==> src/rtl/isc_pkg.sv <==
// Shared phase encodings, direction enum and signal-head light codes for the intersection scheduler.
// ST_FLASH exists only when ISC_FLASH_MODE_EN is defined.
package isc_pkg;

  typedef enum logic [2:0] {
    ST_ALLRED = 3'd0,
    ST_NS_G   = 3'd1,
    ST_NS_Y   = 3'd2,
    ST_EW_G   = 3'd3,
    ST_EW_Y   = 3'd4,
    ST_WALK   = 3'd5
`ifdef ISC_FLASH_MODE_EN
    , ST_FLASH = 3'd6
`endif
  } phase_e;

  typedef enum logic {
    DIR_NS = 1'b0,
    DIR_EW = 1'b1
  } dir_e;

  localparam logic [2:0] LIGHT_RED = 3'b100;
  localparam logic [2:0] LIGHT_YEL = 3'b010;
  localparam logic [2:0] LIGHT_GRN = 3'b001;
  localparam logic [2:0] LIGHT_OFF = 3'b000;

  // Head is green only in its own green phase, yellow only in its own yellow phase.
  function automatic logic [2:0] head_light(input phase_e st, input phase_e grn, input phase_e yel);
    logic [2:0] l;
    l = LIGHT_RED;
    if (st == grn)      l = LIGHT_GRN;
    else if (st == yel) l = LIGHT_YEL;
    return l;
  endfunction

endpackage

==> src/rtl/isc_phase_timer.sv <==
// Phase timer: counts cycles since the last clear; synchronous clear wins,
// and when i_sat_en is high the count holds once it reaches i_limit.
module isc_phase_timer #(
  parameter int CNT_W = 8
) (
  input  logic             clk,
  input  logic             rst,
  input  logic             i_clr,
  input  logic             i_sat_en,
  input  logic [CNT_W-1:0] i_limit,
  output logic [CNT_W-1:0] o_cnt
);

  logic [CNT_W-1:0] r_cnt;

  always_ff @(posedge clk or posedge rst) begin
    if (rst) begin
      r_cnt <= '0;
    end else if (i_clr) begin
      r_cnt <= '0;
    end else if (!(i_sat_en && (r_cnt >= i_limit))) begin
      r_cnt <= r_cnt + 1'b1;
    end
  end

  assign o_cnt = r_cnt;

endmodule

==> src/rtl/intersection_phase_scheduler.sv <==
// Moore sequencer sharing right-of-way between NS, EW and a pedestrian walk phase, all-red between each.
// Optional flashing-yellow mode (flash_req input, FLASH state) is built when ISC_FLASH_MODE_EN is defined.
module intersection_phase_scheduler
  import isc_pkg::*;
#(
  parameter int MIN_GREEN    = 8,
  parameter int MAX_GREEN    = 20,
  parameter int YELLOW_TIME  = 3,
  parameter int ALL_RED_TIME = 2,
  parameter int WALK_TIME    = 6,
  parameter int CNT_W        = 8
) (
  input  logic       clk,
  input  logic       rst,
  input  logic       ns_req,
  input  logic       ew_req,
  input  logic       pedestrian_button,
`ifdef ISC_FLASH_MODE_EN
  input  logic       flash_req,
`endif
  output logic [2:0] ns_light,
  output logic [2:0] ew_light,
  output logic       walk,
  output logic [2:0] current_state,
  output logic       ped_pending
);

  // Timer value on the last cycle of each phase.
  localparam logic [CNT_W-1:0] L_MIN  = CNT_W'(MIN_GREEN - 1);
  localparam logic [CNT_W-1:0] L_MAX  = CNT_W'(MAX_GREEN - 1);
  localparam logic [CNT_W-1:0] L_YEL  = CNT_W'(YELLOW_TIME - 1);
  localparam logic [CNT_W-1:0] L_AR   = CNT_W'(ALL_RED_TIME - 1);
  localparam logic [CNT_W-1:0] L_WALK = CNT_W'(WALK_TIME - 1);

  phase_e     r_state;
  dir_e       r_last_dir;
  logic       r_ped_pending;
  logic       r_ped_served;
  logic [2:0] r_ns_light;
  logic [2:0] r_ew_light;
  logic       r_walk;

  phase_e           w_state_nxt;
  logic [CNT_W-1:0] w_cnt;
  logic             w_clr;
  logic             w_in_green;
  logic             w_own;
  logic             w_demand;
  logic             w_green_exit;

  isc_phase_timer #(.CNT_W(CNT_W)) u_timer (
    .clk      (clk),
    .rst      (rst),
    .i_clr    (w_clr),
    .i_sat_en (w_in_green),
    .i_limit  (L_MAX),
    .o_cnt    (w_cnt)
  );

  always_comb begin
    w_state_nxt  = r_state;
    w_in_green   = (r_state == ST_NS_G) || (r_state == ST_EW_G);
    w_own        = (r_state == ST_NS_G) ? ns_req : ew_req;
    w_demand     = ((r_state == ST_NS_G) ? ew_req : ns_req) | r_ped_pending;
    w_green_exit = (w_cnt >= L_MIN) && w_demand && (!w_own || (w_cnt >= L_MAX));
    case (r_state)
      ST_ALLRED: if (w_cnt >= L_AR) begin
`ifdef ISC_FLASH_MODE_EN
        if (flash_req) w_state_nxt = ST_FLASH; else
`endif
        if (r_ped_pending && !r_ped_served) w_state_nxt = ST_WALK;
        else w_state_nxt = (r_last_dir == DIR_EW) ? ST_NS_G : ST_EW_G;
      end
      ST_NS_G: if (w_green_exit) w_state_nxt = ST_NS_Y;
      ST_NS_Y: if (w_cnt >= L_YEL) w_state_nxt = ST_ALLRED;
      ST_EW_G: if (w_green_exit) w_state_nxt = ST_EW_Y;
      ST_EW_Y: if (w_cnt >= L_YEL) w_state_nxt = ST_ALLRED;
      ST_WALK: if (w_cnt >= L_WALK) w_state_nxt = ST_ALLRED;
`ifdef ISC_FLASH_MODE_EN
      ST_FLASH: if (!flash_req) w_state_nxt = ST_ALLRED;
`endif
      default: w_state_nxt = ST_ALLRED;
    endcase
    w_clr = (w_state_nxt != r_state);
  end

`ifdef ISC_FLASH_MODE_EN
  // Flash blink phase follows the timer value the next state will start with.
  logic [CNT_W-1:0] w_cnt_nxt;
  assign w_cnt_nxt = w_clr ? '0 : (w_cnt + 1'b1);
`endif

  always_ff @(posedge clk or posedge rst) begin
    if (rst) begin
      r_state       <= ST_ALLRED;
      r_last_dir    <= DIR_EW;
      r_ped_pending <= 1'b0;
      r_ped_served  <= 1'b0;
      r_ns_light    <= LIGHT_RED;
      r_ew_light    <= LIGHT_RED;
      r_walk        <= 1'b0;
    end else begin
      r_state <= w_state_nxt;

      if (w_clr && (r_state == ST_NS_Y)) r_last_dir <= DIR_NS;
      else if (w_clr && (r_state == ST_EW_Y)) r_last_dir <= DIR_EW;

      if (w_clr && (r_state == ST_WALK)) r_ped_served <= 1'b1;
      else if ((r_state == ST_ALLRED) && ((w_state_nxt == ST_NS_G) || (w_state_nxt == ST_EW_G)))
        r_ped_served <= 1'b0;

      // Entering WALK clears the request even if the button is held on that edge.
      if ((r_state == ST_ALLRED) && (w_state_nxt == ST_WALK)) r_ped_pending <= 1'b0;
      else if (pedestrian_button && (r_state != ST_WALK)) r_ped_pending <= 1'b1;

      r_ns_light <= head_light(w_state_nxt, ST_NS_G, ST_NS_Y);
      r_ew_light <= head_light(w_state_nxt, ST_EW_G, ST_EW_Y);
      r_walk     <= (w_state_nxt == ST_WALK);
`ifdef ISC_FLASH_MODE_EN
      if (w_state_nxt == ST_FLASH) begin
        r_ns_light <= w_cnt_nxt[2] ? LIGHT_OFF : LIGHT_YEL;
        r_ew_light <= w_cnt_nxt[2] ? LIGHT_OFF : LIGHT_YEL;
      end
`endif
    end
  end

  assign ns_light      = r_ns_light;
  assign ew_light      = r_ew_light;
  assign walk          = r_walk;
  assign current_state = r_state;
  assign ped_pending   = r_ped_pending;

endmodule

==> config.mk <==
export PLATFORM = sky130hd
export DESIGN_NAME = intersection_phase_scheduler
export DESIGN_NICKNAME = d
export VERILOG_FILES = /design/src/rtl/isc_pkg.sv /design/src/rtl/isc_phase_timer.sv /design/src/rtl/intersection_phase_scheduler.sv
export SDC_FILE = /design/constraint.sdc
export NUM_CORES = 1
export LEC_CHECK = 0
export BUFFER_PORTS_ARGS = -buffer_cell sky130_fd_sc_hd__buf_2
export CORE_AREA = 3 3 41 62
export CTS_BUF_LIST = sky130_fd_sc_hd__clkbuf_4 sky130_fd_sc_hd__clkbuf_8
export DETAILED_ROUTE_END_ITERATION = 16
export DIE_AREA = 0 0 44 65
export PLACE_DENSITY = 0.9
export SETUP_SLACK_MARGIN = 0.2
export SKIP_CTS_REPAIR_TIMING = 1
export SYNTH_ARGS = -nofsm -noshare
export SYNTH_HDL_FRONTEND = slang
export SYNTH_SLANG_ARGS = --single-unit
==> constraint.sdc <==
create_clock -name clk -period 3.43 [get_ports clk]
set_input_delay 0.5145 -clock clk [delete_from_list [all_inputs] [get_ports clk]]
set_output_delay 0.5145 -clock clk [all_outputs]
set_load 0.03 [all_outputs]
# [Word level (Yosys, flattened, before mapping)]
# Index checks and enable logic that the tools add are counted.
[totals] regBits=21 latchBits=0 mem_bits_rw=0 rom_bits=0 in_bits=5 wordCells=70 mem_count=0
[op_classes] add_sub_neg=1 mul=0 div=0 n_lt_le_gt_ge=5 n_eq_ne=13 shift=0 n_mux=22 bitwise=1 n_reduce_logical=20
[ops] operator="3-bit two-way mux" count=10
[ops] operator="8-bit by 3-bit greater-or-equal comparator with 1-bit output, second input constant" count=2
[ops] operator="8-bit two-way mux" count=2
[ops] operator="3-bit case mux with 5 select lines" count=1
[ops] operator="3-bit by 2-bit equality test with 1-bit output, second input constant" count=4
[ops] operator="3-bit equality test, second input constant" count=4
[ops] operator="1-bit logical AND" count=10
[ops] operator="8-bit by 1-bit adder with 8-bit output, second input constant" count=1
[ops] operator="8-bit by 1-bit greater-or-equal comparator with 1-bit output, second input constant" count=1
[ops] operator="8-bit by 2-bit greater-or-equal comparator with 1-bit output, second input constant" count=1
[ops] operator="8-bit by 5-bit greater-or-equal comparator with 1-bit output, second input constant" count=1
[ops] operator="1-bit two-way mux" count=8
[ops] operator="3-bit by 1-bit equality test with 1-bit output, second input constant" count=2
[ops] operator="2-bit nonzero test" count=3
[ops] operator="3-bit zero test" count=1
[ops] operator="1-bit logical OR" count=3
[ops] operator="3-bit inequality test" count=1
[ops] operator="3-bit inequality test, second input constant" count=1
[ops] operator="1-bit zero test" count=2
[ops] operator="2-bit two-way mux" count=1
[ops] operator="2-bit inequality test, second input constant" count=1
[ops] operator="2-bit OR reduction" count=1
[ops] operator="1-bit bitwise OR" count=1

# [Logic depth before layout (Yosys ltp)]
# Gate-level depths: netlist of run 1.
[logic_depth] depth_word=12 ltp_mapped=8

# [Hierarchy]
# Synthesis of run 1 repeated with hierarchy kept, for this count alone.
[hier_totals] cells_unflattened=158 area_unflattened_um2=1490.2
[by_module_without_submodules] module="intersection_phase_scheduler" n_inst=1 cells_each=90 area_per_inst_um2=843.3
[by_module_without_submodules] module="isc_phase_timer" n_inst=1 cells_each=68 area_per_inst_um2=646.9

# [Worst setup path before layout of run 1]
# OpenSTA, ideal clock, no wires.
[synth_timing] path_type="flip-flop to flip-flop" startpoint="reg u_timer.r_cnt[1] (netlist: u_timer.o_cnt[1])" endpoint="reg u_timer.r_cnt[0] (netlist: u_timer.o_cnt[0])" t_arrival_ps=1964 t_required_ps=3344 setup_slack_ps=1379 path_stages_with_launch=8 path_buffers=0 synth_period_minus_slack_ps=2051 cell_sequence="dfrtp_1 ha_1 o31ai_4 nand2_1 o211a_4 a311oi_2 o211ai_2 nor3_1"
[synth_between] elab_chain_len=7 elab_cells_between_ends=18 classes_between="order compare: 5; eq/ne: 2; mux: 7; reduce/logical: 4"
[synth_rtl] item="from (decl)" line_no="isc_phase_timer.sv:14" source="logic [CNT_W-1:0] r_cnt;"
[synth_rtl] item="from (signal assigned)" line_no="isc_phase_timer.sv:22" source="r_cnt <= r_cnt + 1'b1;"
[synth_rtl] item="8-bit by 3-bit greater-or-equal comparator with 1-bit output or 8-bit by 5-bit greater-or-equal comparator with 1-bit output (tied branches)" line_no="intersection_phase_scheduler.sv:65, isc_phase_timer.sv:21"
[synth_rtl] item="1-bit logical AND or 1-bit logical OR (tied branches)" line_no="intersection_phase_scheduler.sv:65" source="w_green_exit = (w_cnt >= L_MIN) && w_demand && (!w_own || (w_cnt >= L_MAX));"
[synth_rtl] item="1-bit logical AND" line_no="intersection_phase_scheduler.sv:65"
[synth_rtl] item="3-bit two-way mux, on equally long branches" line_no="intersection_phase_scheduler.sv:76, intersection_phase_scheduler.sv:74"
[synth_rtl] item="3-bit case mux with 5 select lines" line_no="intersection_phase_scheduler.sv:66" source="case (r_state)"
[synth_rtl] item="3-bit inequality test" line_no="intersection_phase_scheduler.sv:84" source="w_clr = (w_state_nxt != r_state);"
[synth_rtl] item="2-bit inequality test (no line) or 8-bit two-way mux (tied branches)"
# Parallel ways exist; a longest one is shown, timed or not.
# A chain may end at the register's enable or synchronous reset.

# [Worst setup path after layout of run 1]
# Ends and elaborated chain as after synthesis.

==> flow_metrics.py, run 1 <==
metrics = {
    "die": {
        "ios": 16,
        "fp.dieArea_um2": 2860,
        "core_area_um2": 2050,
        "initial_core_util": 0.599,
        "rows": 20,
        "fp.dieH_um": 65,
        "die_x_um": 44,
    },
    "worst_setup_path": {
        "required_ps": 3650,
        "startpoint": "u_timer.o_cnt[1]",
        "cp-end-kind": "flip-flop",
        "critPathLaunchType": "flip-flop",
        "cp_slowest_stage_delay_ps": 450,
        "path_max_fanout": 8,
        "r2r_cells": 7,
        "worstSetupPathType": "flip-flop to flip-flop",
        "arrival_ps": 2530,
        "crit_path_top_delay_cell": "dfrtp_1",
        "reg2reg_from": "u_timer.o_cnt[1]",
        "cp_cell_sequence": "ha_1, o31ai_4, nand2_1, o211a_4, a311oi_2, o211ai_2, nor3_1",
    },
    "synthesis": {
        "synth_top_family_by_area": "simple AND/OR/NAND/NOR gates",
        "syn-mean-instance-area_um2": 9.83,
        "synth_largest_area_cell": "dfrtp_1",
        "syn_nets": 134,
        "synth_compound_area_frac": 0.182,
        "synthSimpleGateAreaFrac": 0.224,
        "yosysMostFrequentCell": "dfrtp_1",
        "yosys.area.top_type_share": 0.367,
        "ys_ff_latch": 21,
        "synth_cells": 125,
        "synth-xor-area-share": 0.0499,
        "synth.distinct_cells": 39,
        "synth.yosys.seq_area_share": 0.431,
        "synth-async-reset-ratio": 1.00,
        "yosys_warnings": 0,
        "synth_adder_area_share": 0.0407,
        "syn_area_um2": 1230,
        "synth.top_cells.by_count": "dfrtp_1 (18), nand2_1 (11), nor3_1 (11), nor2_1 (10), inv_1 (8)",
        "synthTopCellsByArea": "dfrtp_1 (37%), dfstp_2 (6.4%), nor3_1 (4.5%)",
        "synth_ff_type": "dfrtp_1",
        "synthMuxAreaShare": 0.0244,
        "synth_edf_count": 0,
    },
    "sta": {
        "finClkSkew_ps": 1.97,
        "fin_setup_tns_ps": 0,
        "slew_viol_final": 0,
        "worst_pin_slew_ps": 765,
        "fin_hold_ws_ps": 328,
        "fmax_mhz": 433,
        "max_slew_margin": 0.489,
        "fin_crit_sh": 0.674,
        "setup_viol_count_final": 0,
        "fin_crit_ps": 2310,
        "rsz0062_at_grt": "false",
        "final_hold_viol_count": 0,
    },
    "outcome": {
        "outcome": "completed",
    },
    "clocking": {
        "htreeDepth": 1,
        "ctsLongestPathBuffers": 2,
        "cts_sinks": 21,
        "clkLatencyLatePin_ps": 300,
        "cts_buffers": 3,
        "cts_tree": "built",
        "cts-root-buf": "clkbuf_4",
        "clk_pin_slew_ps": 110,
    },
    "hold_path": {
        "min_path_type": "primary input to asynchronous set/reset pin",
    },
    "final_layout": {
        "diodes": 0,
        "fin_nets": 149,
        "drive_above_1_share": 0.230,
        "instances_no_fill": 161,
        "area_growth_pct": 8.25,
        "nFillCells": 172,
        "fin_util": 0.648,
    },
    "pwr": {
        "pwr_density_cell_nw_per_um2": 865,
        "ir_drop_mv": 0.444,
        "finalPower_uw": 1150,
        "power_leakage_uw": 0.000593,
    },
    "run": {
        "maxCapViolCount": 0,
    },
    "grt": {
        "top_usage_layer": "met2",
        "grt_pass1_vias": 1005,
        "grt-ovfl-total": 0,
        "grt_pass1_wl_mm": 4.64,
        "use_met2": 0.372,
        "gr-usage-met3": 0.0222,
        "track_usage": 0.213,
        "gr-usage-met1": 0.253,
        "antenna_found_initial": 0,
        "grt_max_degree": 22,
    },
    "routing": {
        "routed_wl_mm": 2.65,
        "routed_via_density": 6.42,
        "vias": 1033,
        "drt_pass1_iterations": 4,
        "drtIter0Drc": 29,
        "ant_nets": 0,
        "route.detailed.drc": 0,
        "post_drt_wl_per_cell_um": 16.4,
    },
    "placed_design": {
        "place.gp.congestion": 0.938,
        "place_inst": 157,
        "place_hpwl_mm": 1.95,
        "portBuffers": 15,
    },
}
## area by class of cell
cell class / count / area, um^2 / area share
multi-input combinational: 91 / 641 / 0.482
sequential: 21 / 529 / 0.398
timing repair buffer: 15 / 75.1 / 0.0564
inverter: 8 / 30.0 / 0.0226
tap: 22 / 27.5 / 0.0207
clock buffer: 3 / 22.5 / 0.0169
clock inverter: 1 / 5.00 / 0.00376
## worst max-delay path, delay by kind of cell (launching register included)
family / cells / cell delay [ps]
AOI/OAI and AO/OA: 4 / 1130
DFF: 1 / 450
and+or+nand+nor: 2 / 360
adders and majority gates: 1 / 280
## cells by family after synthesis
kind of cell	after synthesis
compound gates	25
simple gates	52
flops	21
mux	3
xor+xnor	7
fa+ha+maj	4
buf+inv	13
## report_power, final
group | internal [uW] | leakage (uW) | switching, uW
Combinational | 209 | 0.000309 | 397
Clock | 43.5 | 0.0000177 | 72.9
Sequential | 332 | 0.000266 | 96.8
## flip-flops by register name, summed over array words and instances, names as in the netlist
| name | cells |
|---|---|
| u_timer.o_cnt | 8 |
| r_last_dir | 1 |
| ns_light | 3 |
| ew_light | 3 |
| ped_pending | 1 |
| r_ped_served | 1 |
| walk | 1 |
| current_state | 3 |
## per-layer routing
metal  vias up  share of wire
li1        474              -
met1       496           0.38
met2        51           0.52
met3        12          0.060
met4         0          0.034
met5         -              0
## stage by stage
step / setup slack (ps) / cell area (um^2)
2_1_floorplan: 1380 / 1230
3_3_place_gp: 1270 / 1300
3_5_place_dp: 1180 / 1300
4_1_cts: 1140 / 1330
5_1_grt: 995 / 1330
6_report: 1120 / 1330
## path summary, 6_finish.rpt
path / to / slack (ps)
max in group asynchronous: u_timer.o_cnt[6] / 2630
min reg2reg: r_ped_served / 510
min: ns_light[1] / 330
max: u_timer.o_cnt[0] / 1120
max reg2reg: u_timer.o_cnt[0] / 1120
min in group clk: ped_pending / 440
## layout by cell type (no fill, tap or decap)
cell type,instances
o2bb2ai_1,1
nand2_1,11
xnor2_1,5
clkbuf_4,3
nor3b_2,1
dfrtp_1,18
a21oi_1,4
nor3_1,11
o31ai_4,1
o31ai_1,1
and3_1,1
o211a_1,1
a311oi_2,2
o211a_4,1
dfstp_2,3
ha_1,4
a31o_2,1
o21ba_1,1
a31oi_1,2
nor4b_1,1
inv_1,8
o21ai_0,4
buf_2,15
nor3b_1,1
or3_1,1
nor2_1,10
o211ai_2,2
nand2b_1,2
o211ai_1,1
nor3_2,2
nand4b_1,1
nand4_1,2
nand3_1,3
a32o_1,1
xor2_1,2
clkinv_2,1
a211oi_1,2
mux2i_1,3
nor2b_1,5
(Power assumes the default switching activity.)
==> run 2: changes to the inputs <==
- CORE_AREA: 3 3 41 62 -> 3 3 44 65
- DIE_AREA: 0 0 44 65 -> 0 0 47 68
- PLACE_DENSITY: 0.9 -> 0.84
- clock period: 3.43 -> 1.9 ns (I/O delays scaled with it)
==> run 2 against run 1 <==
  * The run now ends with setup timing left
  * Utilization increased by 13 points
  * Total power rose to 2.6 times the previous value
  * Cell count rose by 19%
  * Critical path depth is 1 higher
  * Via count is 13% higher
  * Fmax is 10% higher
  * Critical path type unchanged
==> flow_metrics.py, run 2 (same netlist as run 1, synthesis figures left out) <==
metrics = {
    "routing": {
        "routed_wl_mm": 3.60,
        "ant_nets": 0,
        "vias": 1171,
        "drtIter0Drc": 18,
        "post_drt_wl_per_cell_um": 18.8,
        "route.detailed.drc": 0,
        "drt_pass1_iterations": 4,
        "routed_via_density": 6.10,
    },
    "final_layout": {
        "fin_nets": 179,
        "final_cell_mix": "buf_4 (27), buf_2 (15), dfrtp_1 (13), nand2_1 (8), nor2_1 (7)",
        "stdcell_area_um2": 1810,
        "diodes": 0,
        "drive_above_1_share": 0.568,
        "largest_reg_flops": 8,
        "instances_no_fill": 192,
        "area_growth_pct": 47.0,
        "final_common_cell": "buf_4",
        "nFillCells": 133,
    },
    "sta": {
        "fin_setup_tns_ps": -2170,
        "setup_ws_ps": -198,
        "finClkSkew_ps": 8.05,
        "rsz0062_at_grt": "true",
        "fmax_mhz": 477,
        "fin_crit_sh": 1.10,
        "final_hold_viol_count": 0,
        "fin_crit_ps": 2100,
        "fin_hold_ws_ps": 85.6,
        "setup_viol_count_final": 16,
        "max_slew_margin": 0.481,
        "worst_pin_slew_ps": 777,
        "slew_viol_final": 0,
    },
    "clocking": {
        "clkLatencyLatePin_ps": 320,
        "cts_tree": "built",
        "clk_pin_slew_ps": 120,
        "htreeDepth": 1,
        "ctsLongestPathBuffers": 2,
        "cts-root-buf": "clkbuf_4",
        "cts_sinks": 21,
        "cts_buffers": 3,
    },
    "outcome": {
        "outcome": "finished with violations",
        "violations": "setup timing",
    },
    "placed_design": {
        "place.gp.congestion": 0.927,
        "place_inst": 182,
        "place_hpwl_mm": 2.31,
        "portBuffers": 15,
        "postPlaceCellArea_um2": 1540,
    },
    "grt": {
        "grt_pass1_wl_mm": 4.76,
        "antenna_found_initial": 0,
        "track_usage": 0.210,
        "grt-ovfl-total": 0,
        "grt_pass1_vias": 1095,
        "grt_max_degree": 22,
    },
    "pwr": {
        "ir_drop_mv": 0.928,
        "power_leakage_uw": 0.000765,
        "finalPower_uw": 2980,
        "pwr_density_cell_nw_per_um2": 1650,
    },
    "worst_setup_path": {
        "path_max_fanout": 8,
        "reg2reg_from": "u_timer.o_cnt[1]",
        "startpoint": "u_timer.o_cnt[1]",
        "required_ps": 2140,
        "cp_top_family": "compound AO/OA/AOI/OAI gates",
        "critPathLaunchType": "flip-flop",
        "crit_buf_inv": 1,
        "crit_path_top_delay_cell": "dfrtp_2",
        "cp-end-kind": "flip-flop",
        "cp_num_cells": 8,
        "r2r_slack_ps": -200,
        "arrival_ps": 2340,
        "cp_cell_sequence": "ha_4, o31ai_4, nand2_2, o211a_4, o211ai_1, o211ai_4, buf_12, nor3_2",
        "r2r_cells": 8,
        "worstSetupPathType": "flip-flop to flip-flop",
        "cp_slowest_stage_delay_ps": 470,
    },
    "die": {
        "fp.dieArea_um2": 3200,
        "initial_core_util": 0.531,
        "die_x_um": 47,
        "ios": 16,
        "core_area_um2": 2310,
        "rows": 21,
        "fp.dieH_um": 68,
    },
    "hold_path": {
        "min_path_type": "primary input to asynchronous set/reset pin",
    },
    "run": {
        "maxCapViolCount": 0,
    },
}
==> run 2: per-layer routing <==
| layer | vias to the layer above | share of wire | track usage |
|---|---|---|---|
| met5 | - | 0 | 0 |
| met4 | 0 | 0.032 | 0.121 |
| met3 | 13 | 0.031 | 0.0342 |
| met2 | 36 | 0.59 | 0.374 |
| met1 | 589 | 0.35 | 0.219 |
| li1 | 533 | - | - |
==> run 2: worst paths after layout <==
check                                        end
worst max-delay path            u_timer.o_cnt[2]
worst min-delay path            u_timer.o_cnt[5]
worst max register to register  u_timer.o_cnt[2]
worst min register to register        r_last_dir
max in group asynchronous       current_state[2]
min in group clk                     ped_pending
==> run 2: area by class of cell <==
| type | count | area, um^2 | area share |
|---|---|---|---|
| repair buffers | 45 | 320 | 0.177 |
| inverters | 8 | 30.0 | 0.0166 |
| clock buffers | 3 | 22.5 | 0.0125 |
| clock inverters | 1 | 5.00 | 0.00277 |
| flip-flops and latches | 21 | 536 | 0.296 |
| multi-input cells | 91 | 865 | 0.479 |
| well taps | 23 | 28.8 | 0.0159 |
==> run 2: stage by stage <==
| stage | setup slack (ps) | util |
|---|---|---|
| floorplan | -54.9 | - |
| global placement | -92.1 | 0.664 |
| detailed placement | -233 | 0.664 |
| CTS | -267 | 0.676 |
| global route | -277 | 0.781 |
| finish | -198 | 0.781 |
==> run 2: power by group <==
part | switching (uW) | total, uW | internal, uW
Combinational | 1160 | 2020 | 863
Sequential | 129 | 737 | 609
Clock | 144 | 223 | 78.8
